`src/rtl/register_file_pkg.sv`:
```
// Shared definitions for the general-purpose register bank: write-port
// operation encodings and a small decode helper.
package register_file_pkg;

   typedef enum logic [1:0] {
      OP_NOP   = 2'b00,
      OP_LOAD  = 2'b01,
      OP_INC   = 2'b10,
      OP_CLEAR = 2'b11
   } op_e;

   function automatic logic op_writes(input op_e op);
      return (op != OP_NOP);
   endfunction

endpackage

```
`src/rtl/register_file_cell.sv`:
```
// One WIDTH-bit register with local op decode; exposes its next value so the
// top can build read bypass and flags without a second adder.
module register_cell
   import register_file_pkg::*;
#(
   parameter int WIDTH = 8
) (
   input  logic             clk_i,
   input  logic             rst_ni,
   input  logic             sel_i,
   input  op_e              op_i,
   input  logic [WIDTH-1:0] load_i,
   output logic [WIDTH-1:0] next_o,
   output logic             wrap_o
);

   logic [WIDTH-1:0] value_q;
   logic [WIDTH-1:0] value_d;
   logic             wrap_s;

   // Next-state decode; an unselected cell always holds.
   always_comb begin
      value_d = value_q;
      wrap_s  = 1'b0;
      if (sel_i) begin
         case (op_i)
            OP_LOAD:  value_d = load_i;
            OP_INC:   {wrap_s, value_d} = {1'b0, value_q} + {{WIDTH{1'b0}}, 1'b1};
            OP_CLEAR: value_d = '0;
            default:  value_d = value_q;
         endcase
      end else begin
         value_d = value_q;
      end
   end

   // Storage element.
   always_ff @(posedge clk_i or negedge rst_ni) begin
      if (!rst_ni) begin
         value_q <= '0;
      end else begin
         value_q <= value_d;
      end
   end

   assign next_o = value_d;
   assign wrap_o = wrap_s;

endmodule

```
`src/rtl/register_file.sv`:
```
// DEPTH x WIDTH register bank with one load/inc/clear port and two registered
// read ports that see the value being written in the same cycle.
module register_file
   import register_file_pkg::*;
#(
   parameter int WIDTH  = 8,
   parameter int DEPTH  = 8,
   parameter int ADDR_W = $clog2(DEPTH)
) (
   input  logic              CLK,
   input  logic              RESET_N,
   input  logic [1:0]        OP,
   input  logic [ADDR_W-1:0] WADDR,
   input  logic [WIDTH-1:0]  IN,
   input  logic [ADDR_W-1:0] RADDR_A,
   input  logic [ADDR_W-1:0] RADDR_B,
   output logic [WIDTH-1:0]  OUT_A,
   output logic [WIDTH-1:0]  OUT_B,
   output logic              CARRY,
   output logic              ZERO
);

   op_e              op_s;
   logic [DEPTH-1:0] sel_s;
   logic [DEPTH-1:0] wrap_s;
   logic [WIDTH-1:0] next_s [DEPTH];

   logic [WIDTH-1:0] out_a_q, out_a_d;
   logic [WIDTH-1:0] out_b_q, out_b_d;
   logic             carry_q, carry_d;
   logic             zero_q,  zero_d;

   assign op_s = op_e'(OP);

   for (genvar i = 0; i < DEPTH; i++) begin : g_cell
      assign sel_s[i] = (WADDR == ADDR_W'(i));

      register_cell #(.WIDTH(WIDTH)) u_cell (
         .clk_i  (CLK),
         .rst_ni (RESET_N),
         .sel_i  (sel_s[i]),
         .op_i   (op_s),
         .load_i (IN),
         .next_o (next_s[i]),
         .wrap_o (wrap_s[i])
      );
   end

   // Reading next values gives post-edge contents, so bypass falls out for free.
   always_comb begin
      out_a_d = next_s[RADDR_A];
      out_b_d = next_s[RADDR_B];
      carry_d = |wrap_s;
      if (op_writes(op_s)) begin
         zero_d = (next_s[WADDR] == '0);
      end else begin
         zero_d = zero_q;
      end
   end

   // Registered read data and status flags.
   always_ff @(posedge CLK or negedge RESET_N) begin
      if (!RESET_N) begin
         out_a_q <= '0;
         out_b_q <= '0;
         carry_q <= 1'b0;
         zero_q  <= 1'b1;
      end else begin
         out_a_q <= out_a_d;
         out_b_q <= out_b_d;
         carry_q <= carry_d;
         zero_q  <= zero_d;
      end
   end

   assign OUT_A = out_a_q;
   assign OUT_B = out_b_q;
   assign CARRY = carry_q;
   assign ZERO  = zero_q;

endmodule

```
`config.mk`:
```
export PLATFORM = sky130hd
export DESIGN_NAME = register_file
export DESIGN_NICKNAME = d
export VERILOG_FILES = /design/src/rtl/register_file_pkg.sv /design/src/rtl/register_file_cell.sv /design/src/rtl/register_file.sv
export SDC_FILE = /design/constraint.sdc
export NUM_CORES = 1
export LEC_CHECK = 0
export CAP_MARGIN = 20
export CORE_MARGIN = 1
export CORE_UTILIZATION = 55
export CTS_CLUSTER_DIAMETER = 50
export DETAILED_ROUTE_END_ITERATION = 12
export PLACE_DENSITY = 0.72
export SKIP_LAST_GASP = 1
export SLEW_MARGIN = 5
export SYNTH_ARGS = -nofsm -noshare
export SYNTH_HDL_FRONTEND = slang
export SYNTH_SLANG_ARGS = --single-unit
```
`constraint.sdc`:
```
create_clock -name CLK -period 3.42 [get_ports CLK]
set_input_delay 0.684 -clock CLK [delete_from_list [all_inputs] [get_ports CLK]]
set_output_delay 0.684 -clock CLK [all_outputs]
set_load 0.02 [all_outputs]
```
==> flow_summary.rst, run 1 <==
.. list-table::
   :header-rows: 1

   * - Metric
     - Value
   * - First-pass GRT wire length
     - 35900 um
   * - Hold Worst Slack
     - 0.351 ns
   * - Leakage power
     - 0.00296 uW
   * - Setup violators final
     - 0
   * - Crit path DAT
     - 3.49 ns
   * - Reg2Reg Depth
     - 11
   * - Ports
     - 39
   * - Slew Limit Fails
     - 0
   * - Clk slew on worst S/H paths
     - ~0.060 ns
   * - Top-count cell post-synth
     - sky130_fd_sc_hd__dfrtp_1
   * - Clock tree from TritonCTS
     - built
   * - Ranking of synthesized cells by area
     - sky130_fd_sc_hd__dfrtp_1, sky130_fd_sc_hd__mux4_2, sky130_fd_sc_hd__o21ai_0
   * - CP Launch Type
     - primary input
   * - Worst clock skew on the final layout
     - 0.00608 ns
   * - Port buffer count
     - 38
   * - Per-cell routed wire length
     - 25.6 um
   * - DRC
     - 0
   * - H-tree levels
     - 3
   * - Routed met3 length
     - 3050 um
   * - Commonest cells in the synthesized netlist
     - sky130_fd_sc_hd__dfrtp_1, sky130_fd_sc_hd__o21ai_0, sky130_fd_sc_hd__nand2_1
   * - Area inside the core boundary
     - 11100 sq um
   * - Type of the tightest min-delay check
     - primary input to async pin
   * - Vias per cell
     - 7.33
   * - Weighted congestion at the end of routability-driven global placement
     - 0.977
   * - Synth Area per Inst
     - roughly 8.9 sq um
   * - Dominant cell type by area after synthesis
     - sky130_fd_sc_hd__dfrtp_1
   * - Final critical-path share of the clock period
     - 94.2%
   * - Portion of the post-synthesis area used by sequential elements
     - 32.2%
   * - Final hold violation count
     - 0
   * - Overall Global Routing Usage
     - 41.6%
   * - Count of max-cap constraint violations
     - 0
   * - Fillers
     - approximately 920
   * - Cell repeated most along the worst path
     - sky130_fd_sc_hd__buf_4
   * - Reg area
     - 2050 sq um
   * - Area Growth Syn to Fin
     - 18.5%
   * - Maximum buffer depth of the clock tree
     - 2
   * - Number of different library cells in the post-synthesis netlist
     - 76
   * - Master cell of the clock root buffer
     - sky130_fd_sc_hd__clkbuf_16
   * - Routed metal-1 wire length
     - 9380 um
   * - Share of synthesized flip-flops with an asynchronous set or reset
     - 100%
   * - Starting Density
     - a little under three fifths
   * - Instance count of the mapped netlist
     - about 720
   * - Finished Cell Area
     - 7550 sq um
   * - Yosys Warn Count
     - 0
   * - Final-stage net count
     - 812
   * - Clock latency on the worst-skew pair
     - 0.35 ns
   * - Number of detailed-route iterations in the first pass
     - 5
   * - Pin count of the biggest net entering global routing
     - 83
   * - IR drop worst, VDD
     - 0.000385 V
   * - Number of buffers inserted to repair setup after CTS
     - 0
   * - Flip-flop and latch count after synthesis
     - 82
   * - Number of cells on the critical path
     - 10
   * - Number of antenna violations at the first check in global routing
     - 0
   * - Post-route antenna net violation count
     - 0
   * - Worst rel slew slack
     - 38.7%
   * - Number of flops mapped to enable cells by yosys
     - 0
   * - Number of clock buffers inserted by TritonCTS
     - 9
   * - Flip-flop cell with the highest count after synthesis
     - sky130_fd_sc_hd__dfrtp_1
   * - Detailed-placement wirelength estimate
     - ~17000 um
   * - Net count of the mapped netlist
     - 745
   * - Minimum clock period after layout
     - 3.22 ns
   * - Total number of clock tree sinks
     - 82
   * - Cell class contributing the biggest share of worst-path delay
     - buffers and inverters
   * - Die extent in x
     - 110 um
   * - Maximum fanout along the worst path
     - 19
   * - Post-CTS Resized
     - 0
   * - Setup repair after global routing missed its margin
     - no
   * - Slowest cell on crit path
     - sky130_fd_sc_hd__clkdlybuf4s50_1
   * - Total via count in the routed design
     - 6799
   * - Area post-placement
     - 7250 sq um
   * - PnR Total Power
     - 3600 uW
   * - Transition time at the pin with the least slew margin
     - between 0.9 and 1 ns
   * - Combined buffer and inverter count along the critical path
     - 3
   * - Die Footprint
     - between 10000 and 15000 sq um
   * - Fraction of final layout cells sized beyond drive strength 1
     - 19.2%
   * - CTS Hold Bufs
     - 0
   * - Top cell type's share of synthesized area
     - 31.8%
   * - Top layer used by detailed routing
     - met4
   * - Number of placement rows
     - 38
   * - Final wirelength
     - 23700 um
   * - ANT cells
     - 0
   * - Detail Route met2 WL
     - 10000 um
   * - Synthesized cell area
     - 6370 sq um
   * - Crit path capture type
     - flop
   * - CP required
     - 3.69 ns
   * - Cell-by-cell listing of the critical path
     - clkdlybuf4s50_1, buf_4, buf_4, nand3b_1, nor3_1, mux2_2, a211oi_1, and3_1, o311ai_0, a32oi_1
   * - Power density relative to cell area
     - 477 nW/um^2
   * - Die span in y
     - 110 um
   * - Crit-path max cell delay
     - 0.58 ns
   * - Total gr overflow
     - 0
   * - Kind of critical path
     - primary input to flop
   * - Final TNS setup
     - 0 ns
   * - Number of DRC violations after detailed-routing iteration 0
     - 994
   * - Result of the run
     - completed
   * - Combined area of the multi-input logic cells
     - a little under 4000 sq um
   * - Vias in the first global route
     - between 6000 and 7000
   * - Upper clock frequency limit
     - 0.310 GHz
routing by layer:
metal,vias to the layer above,GRT usage [%]
li1,2905,-
met3,110,9.72
met5,-,0
met4,0,21.1
met1,3280,57.7
met2,504,60.4
cells in the final DEF, fill, tap and decap left out, drive strengths merged, types with 5 or more instances in the layout:
| cell | count |
|---|---|
| mux2 | 8 |
| nand4 | 14 |
| a21oi | 46 |
| mux4 | 30 |
| nand2 | 50 |
| clkbuf | 12 |
| o21ai | 62 |
| dfrtp | 81 |
| and3b | 5 |
| a31oi | 22 |
| nor2 | 42 |
| buf | 83 |
| ha | 8 |
| or4 | 8 |
| nand3 | 38 |
| and3 | 16 |
| clkdlybuf4s50 | 35 |
| inv | 29 |
| a22o | 6 |
| a22oi | 19 |
| o22ai | 10 |
| nor4 | 14 |
| mux2i | 8 |
| nand2b | 6 |
| nand3b | 5 |
| o221ai | 5 |
| a211oi | 9 |
| o211a | 8 |
| nor2b | 14 |
| nor3 | 13 |
worst reg2reg max path, stage by stage (launching register included):
cell and delay [ns]:
sky130_fd_sc_hd__dfrtp_1 0.42, sky130_fd_sc_hd__ha_1 0.24, sky130_fd_sc_hd__and3_1 0.23, sky130_fd_sc_hd__nand3_1 0.12
sky130_fd_sc_hd__a22oi_1 0.17, sky130_fd_sc_hd__o311ai_0 0.22, sky130_fd_sc_hd__buf_4 0.22, sky130_fd_sc_hd__nor4b_1 0.29
sky130_fd_sc_hd__buf_4 0.17, sky130_fd_sc_hd__o22ai_1 0.08, sky130_fd_sc_hd__or3_1 0.32, sky130_fd_sc_hd__a32oi_1 0.20
per-stage QoR:
step	setup slack, ns	utilization (%)	std cells
3_3_place_gp	-0.0458	65.4	911
5_1_grt	0.145	68.1	928
2_1_floorplan	0.851	-	716
4_1_cts	0.270	68.0	927
3_5_place_dp	-0.0989	65.4	911
6_report	0.198	68.1	928
state kept, by name, indices dropped and copies added (netlist names):
signal and cells:
CARRY 1, OUT_B 8, ZERO 1, OUT_A 8
g_cell.u_cell.value_q 64
worst paths after layout:
| path | start | end | slack [ns] |
|---|---|---|---|
| max | WADDR[1] | ZERO | 0.20 |
| min | RESET_N | g_cell[1].u_cell.value_q[3] | 0.35 |
| max reg2reg | g_cell[3].u_cell.value_q[0] | ZERO | 0.67 |
| min reg2reg | ZERO | ZERO | 0.58 |
| max in group asynchronous | RESET_N | g_cell[4].u_cell.value_q[3] | 2.69 |
| min in group CLK | ZERO | ZERO | 0.58 |
cell families after synthesis:
group | Yosys count | synth area share [%]
adder cells (fa/ha/maj) | 8 | 1.57
AND/OR/NAND/NOR | 248 | 21.3
XOR/XNOR | 1 | 0.138
multiplexers | 46 | 13.4
buffers and inverters | 92 | 6.39
flip-flops | 82 | 32.2
AO/OA/AOI/OAI | 239 | 24.9
final cells by class:
cell class / instances / share of cell area (%)
clock buffers: 12 / 3.53
clock inverters: 4 / 0.332
inverters: 30 / 1.49
multi-input cells: 542 / 51.8
flip-flops and latches: 82 / 27.2
well taps: 140 / 2.32
repair buffers: 118 / 13.3
power by group:
| group | total, uW | switching, uW | internal, uW |
|---|---|---|---|
| clock network | 962 | 413 | 549 |
| registers | 1340 | 202 | 1140 |
| logic | 1290 | 726 | 568 |
No activity file was read; power rests on OpenSTA's default activity.
==> run 2: changes to the inputs <==
Settings changed: PLACE_DENSITY 0.72 to 0.85.
Clock period 3.42 ns to 2.7 ns, I/O delays scaled along.
==> run 2 against run 1 <==
Die area unchanged; first-iteration DRC count rose by 22%; clock power rose by 37%; critical endpoint unchanged; critical path type unchanged.
==> flow_summary.rst, run 2 (synthesis results as in run 1) <==
.. list-table::
   :header-rows: 1

   * - Metric
     - Value
   * - Result of the run
     - completed (unchanged)
   * - Transition time at the pin with the least slew margin
     - 0.681 ns (was 0.917 ns)
   * - Slew Limit Fails
     - 0 (unchanged)
   * - Critical R2R Launch
     - g_cell[3].u_cell.value_q[1] (was g_cell[3].u_cell.value_q[0])
   * - Starting Density
     - 57.5% (unchanged)
   * - CP Launch Type
     - primary input (unchanged)
   * - Maximum fanout along the worst path
     - 19 (unchanged)
   * - Cell-by-cell listing of the critical path
     - dlygate4sd2_1, buf_12, or3b_4, or4_1, o22ai_1, a21oi_1, nand4_1, o21ai_0, o311ai_0, buf_4, a32oi_1 (was clkdlybuf4s50_1, buf_4, buf_4, nand3b_1, nor3_1, mux2_2, a211oi_1, and3_1, o311ai_0, a32oi_1)
   * - Commonest cells after routing, fill and taps aside
     - sky130_fd_sc_hd__buf_4, sky130_fd_sc_hd__dfrtp_1, sky130_fd_sc_hd__o21ai_0, sky130_fd_sc_hd__nand2_1, sky130_fd_sc_hd__a21oi_1 (was sky130_fd_sc_hd__dfrtp_1, sky130_fd_sc_hd__buf_4, sky130_fd_sc_hd__o21ai_0, sky130_fd_sc_hd__nand2_1, sky130_fd_sc_hd__a21oi_1)
   * - Total number of clock tree sinks
     - 82 (unchanged)
   * - Crit path DAT
     - 2.95 ns (was 3.49 ns)
   * - Finished Cell Area
     - 8540 sq um (was 7550 sq um)
   * - Final hold violation count
     - 0 (unchanged)
   * - Critical Path Sink
     - ZERO (unchanged)
   * - H-tree levels
     - 3 (unchanged)
   * - Most common cell after layout, fill and taps aside
     - sky130_fd_sc_hd__buf_4 (was sky130_fd_sc_hd__dfrtp_1)
   * - Net Switching
     - 1870 uW (was 1340 uW)
   * - Die span in y
     - 110 um (unchanged)
   * - Final wirelength
     - 26600 um (was 23700 um)
   * - Max reg flops
     - 64 (unchanged)
   * - Clk slew on worst S/H paths
     - 0.07 ns (was 0.06 ns)
   * - IR drop worst, VDD
     - 0.000740 V (was 0.000385 V)
   * - Gate power share
     - 39.0% (was 36.0%)
   * - Clock tree from TritonCTS
     - built (unchanged)
   * - Fraction of final layout cells sized beyond drive strength 1
     - 30.7% (was 19.2%)
   * - Setup violators final
     - 0 (unchanged)
   * - CP required
     - 2.98 ns (was 3.69 ns)
   * - Maximum buffer depth of the clock tree
     - 2 (unchanged)
   * - Master cell of the clock root buffer
     - sky130_fd_sc_hd__clkbuf_16 (unchanged)
   * - Setup repair after global routing missed its margin
     - yes (was no)
   * - DRC
     - 0 (unchanged)
   * - Cell-internal power
     - 3110 uW (was 2260 uW)
   * - Register ranked first by flip-flop count
     - g_cell.u_cell.value_q (unchanged)
   * - Vias in the first global route
     - 7149 (was 6251)
   * - Area inside the core boundary
     - 11100 sq um (unchanged)
   * - Weighted congestion at the end of routability-driven global placement
     - 1.07 (was 0.977)
   * - Area post-placement
     - 8150 sq um (was 7250 sq um)
   * - Port buffer count
     - 38 (unchanged)
   * - Reg2Reg Depth
     - 9 (was 11)
   * - Total via count in the routed design
     - 7478 (was 6799)
   * - Pin count of the biggest net entering global routing
     - 43 (was 83)
   * - Die extent in x
     - 110 um (unchanged)
   * - Per-cell routed wire length
     - 25.7 um (was 25.6 um)
   * - Leakage power
     - 0.00354 uW (was 0.00296 uW)
   * - Fillers
     - 770 (was 917)
   * - Ports
     - 39 (unchanged)
   * - Power density relative to cell area
     - 583 nW/um^2 (was 477 nW/um^2)
   * - Core occupancy in the finished layout
     - 77.1% (was 68.1%)
   * - Upper clock frequency limit
     - 0.375 GHz
   * - Minimum clock period after layout
     - 2.67 ns
   * - Area Growth Syn to Fin
     - 34.2% (was 18.5%)
   * - Number of antenna violations at the first check in global routing
     - 0 (unchanged)
   * - Type of the tightest min-delay check
     - primary input to async pin (unchanged)
   * - Hold Worst Slack
     - 0.166 ns (was 0.351 ns)
   * - Count of max-cap constraint violations
     - 0 (unchanged)
   * - Slack of the worst reg-to-reg path
     - 0.07 ns (was 0.67 ns)
   * - Number of placement rows
     - 38 (unchanged)
   * - Total gr overflow
     - 0 (unchanged)
   * - Proportion of total power due to net switching
     - 37.5% (was 37.3%)
   * - Worst clock skew on the final layout
     - 0.0113 ns (was 0.00608 ns)
   * - Part of the power in registers
     - 34.4% (was 37.3%)
   * - Final-stage net count
     - 919 (was 812)
   * - Post-route antenna net violation count
     - 0 (unchanged)
   * - Slowest cell on crit path
     - sky130_fd_sc_hd__or4_1 (was sky130_fd_sc_hd__clkdlybuf4s50_1)
   * - Die Footprint
     - 12000 sq um (unchanged)
   * - Crit-path max cell delay
     - 0.52 ns (was 0.58 ns)
   * - Clock power frac
     - 26.6% (was 26.7%)
   * - FF-to-FF End
     - ZERO (unchanged)
   * - Number of detailed-route iterations in the first pass
     - 9 (was 5)
   * - Clock latency on the worst-skew pair
     - 0.36 ns (was 0.35 ns)
   * - Startpoint of the worst setup timing path
     - WADDR[0] (was WADDR[1])
   * - Crit path capture type
     - flop (unchanged)
   * - Overall Global Routing Usage
     - 46.5% (was 41.6%)
   * - Number of clock buffers inserted by TritonCTS
     - 9 (unchanged)
   * - First-pass GRT wire length
     - 40300 um (was 35900 um)
   * - Number of DRC violations after detailed-routing iteration 0
     - 1217 (was 994)
   * - Worst rel slew slack
     - 54.4% (was 38.7%)
   * - ANT cells
     - 0 (unchanged)
   * - Final TNS setup
     - 0 ns (unchanged)
   * - Detailed-placement wirelength estimate
     - 19700 um (was 17400 um)
   * - Kind of critical path
     - primary input to flop (unchanged)
   * - Vias per cell
     - 7.23 (was 7.33)
   * - Final critical-path share of the clock period
     - 98.7%
run 2: cell count changes in the layout (fill, tap and decap cells not counted), sizes merged:
cell,change
buf,+107
bufinv,+1
clkbuf,-2
clkdlybuf4s50,-3
clkinv,-1
clkinvlp,-1
dlygate4sd2,+3
inv,+3
run 2: routing by layer:
layer  global-route usage, %  vias up  routed length, um
met1                    59.9     3549               9810
met5                       0        -                  0
li1                        -     3127                  -
met4                    27.5        0               1700
met3                    14.1      155               3820
met2                    69.0      647              11200
run 2: stage by stage:
stage               total power, uW  setup slack, ns  instances
floorplan                      2610            0.275        716
global placement               3490           -0.573       1018
detailed placement             3550           -0.634       1018
CTS                            4870           0.0624       1034
global route                   5150          -0.0159       1035
finish                         4980           0.0349       1035
run 2: cell type report:
cell class	instances	area, sq um	area share (%)
clock buffers	10	239	2.80
clock inverters	6	72.6	0.849
inverters	30	113	1.32
multi-input cells	542	3990	46.6
flip-flops and latches	82	2050	24.0
well taps	140	175	2.05
repair buffers	225	1910	22.3
run 2: timing repair:
| action | in CTS | in global routing |
|---|---|---|
| setup buffers | 0 | 1 |
| resized for setup | 10 | 14 |
| endpoints found under the setup margin | 17 | 10 |
| pin swaps | 1 | 0 |
| hold buffers | 0 | 0 |
run 2: worst min path at each step:
stage / start / endpoint / slack (ns) / cells after the start
after global placement: RESET_N / g_cell[1].u_cell.value_q[1] / 0.56 / 1
final: RESET_N / g_cell[1].u_cell.value_q[1] / 0.17 / 1
after global routing: RESET_N / g_cell[1].u_cell.value_q[1] / 0.21 / 1
after CTS: RESET_N / g_cell[1].u_cell.value_q[1] / 0.19 / 1
after detailed placement: RESET_N / g_cell[1].u_cell.value_q[1] / 0.57 / 1
after floorplan: RESET_N / CARRY / 0.24 / 0
run 2: power by group through the flow:
stage          sequential (uW)  clock (uW)  combinational [uW]
3_3_place_gp              1700           0                1790
4_1_cts                   1690        1320                1850
3_5_place_dp              1710           0                1830
6_report                  1710        1320                1940
2_1_floorplan             1680           0                 926
5_1_grt                   1740        1380                2030
run 2: worst max-delay path, delay by kind of cell:
kind / cells / cell delay [ns]
AO/OA/AOI/OAI: 5 / 0.58
buffers and inverters: 3 / 0.67
AND/OR/NAND/NOR: 3 / 1.15
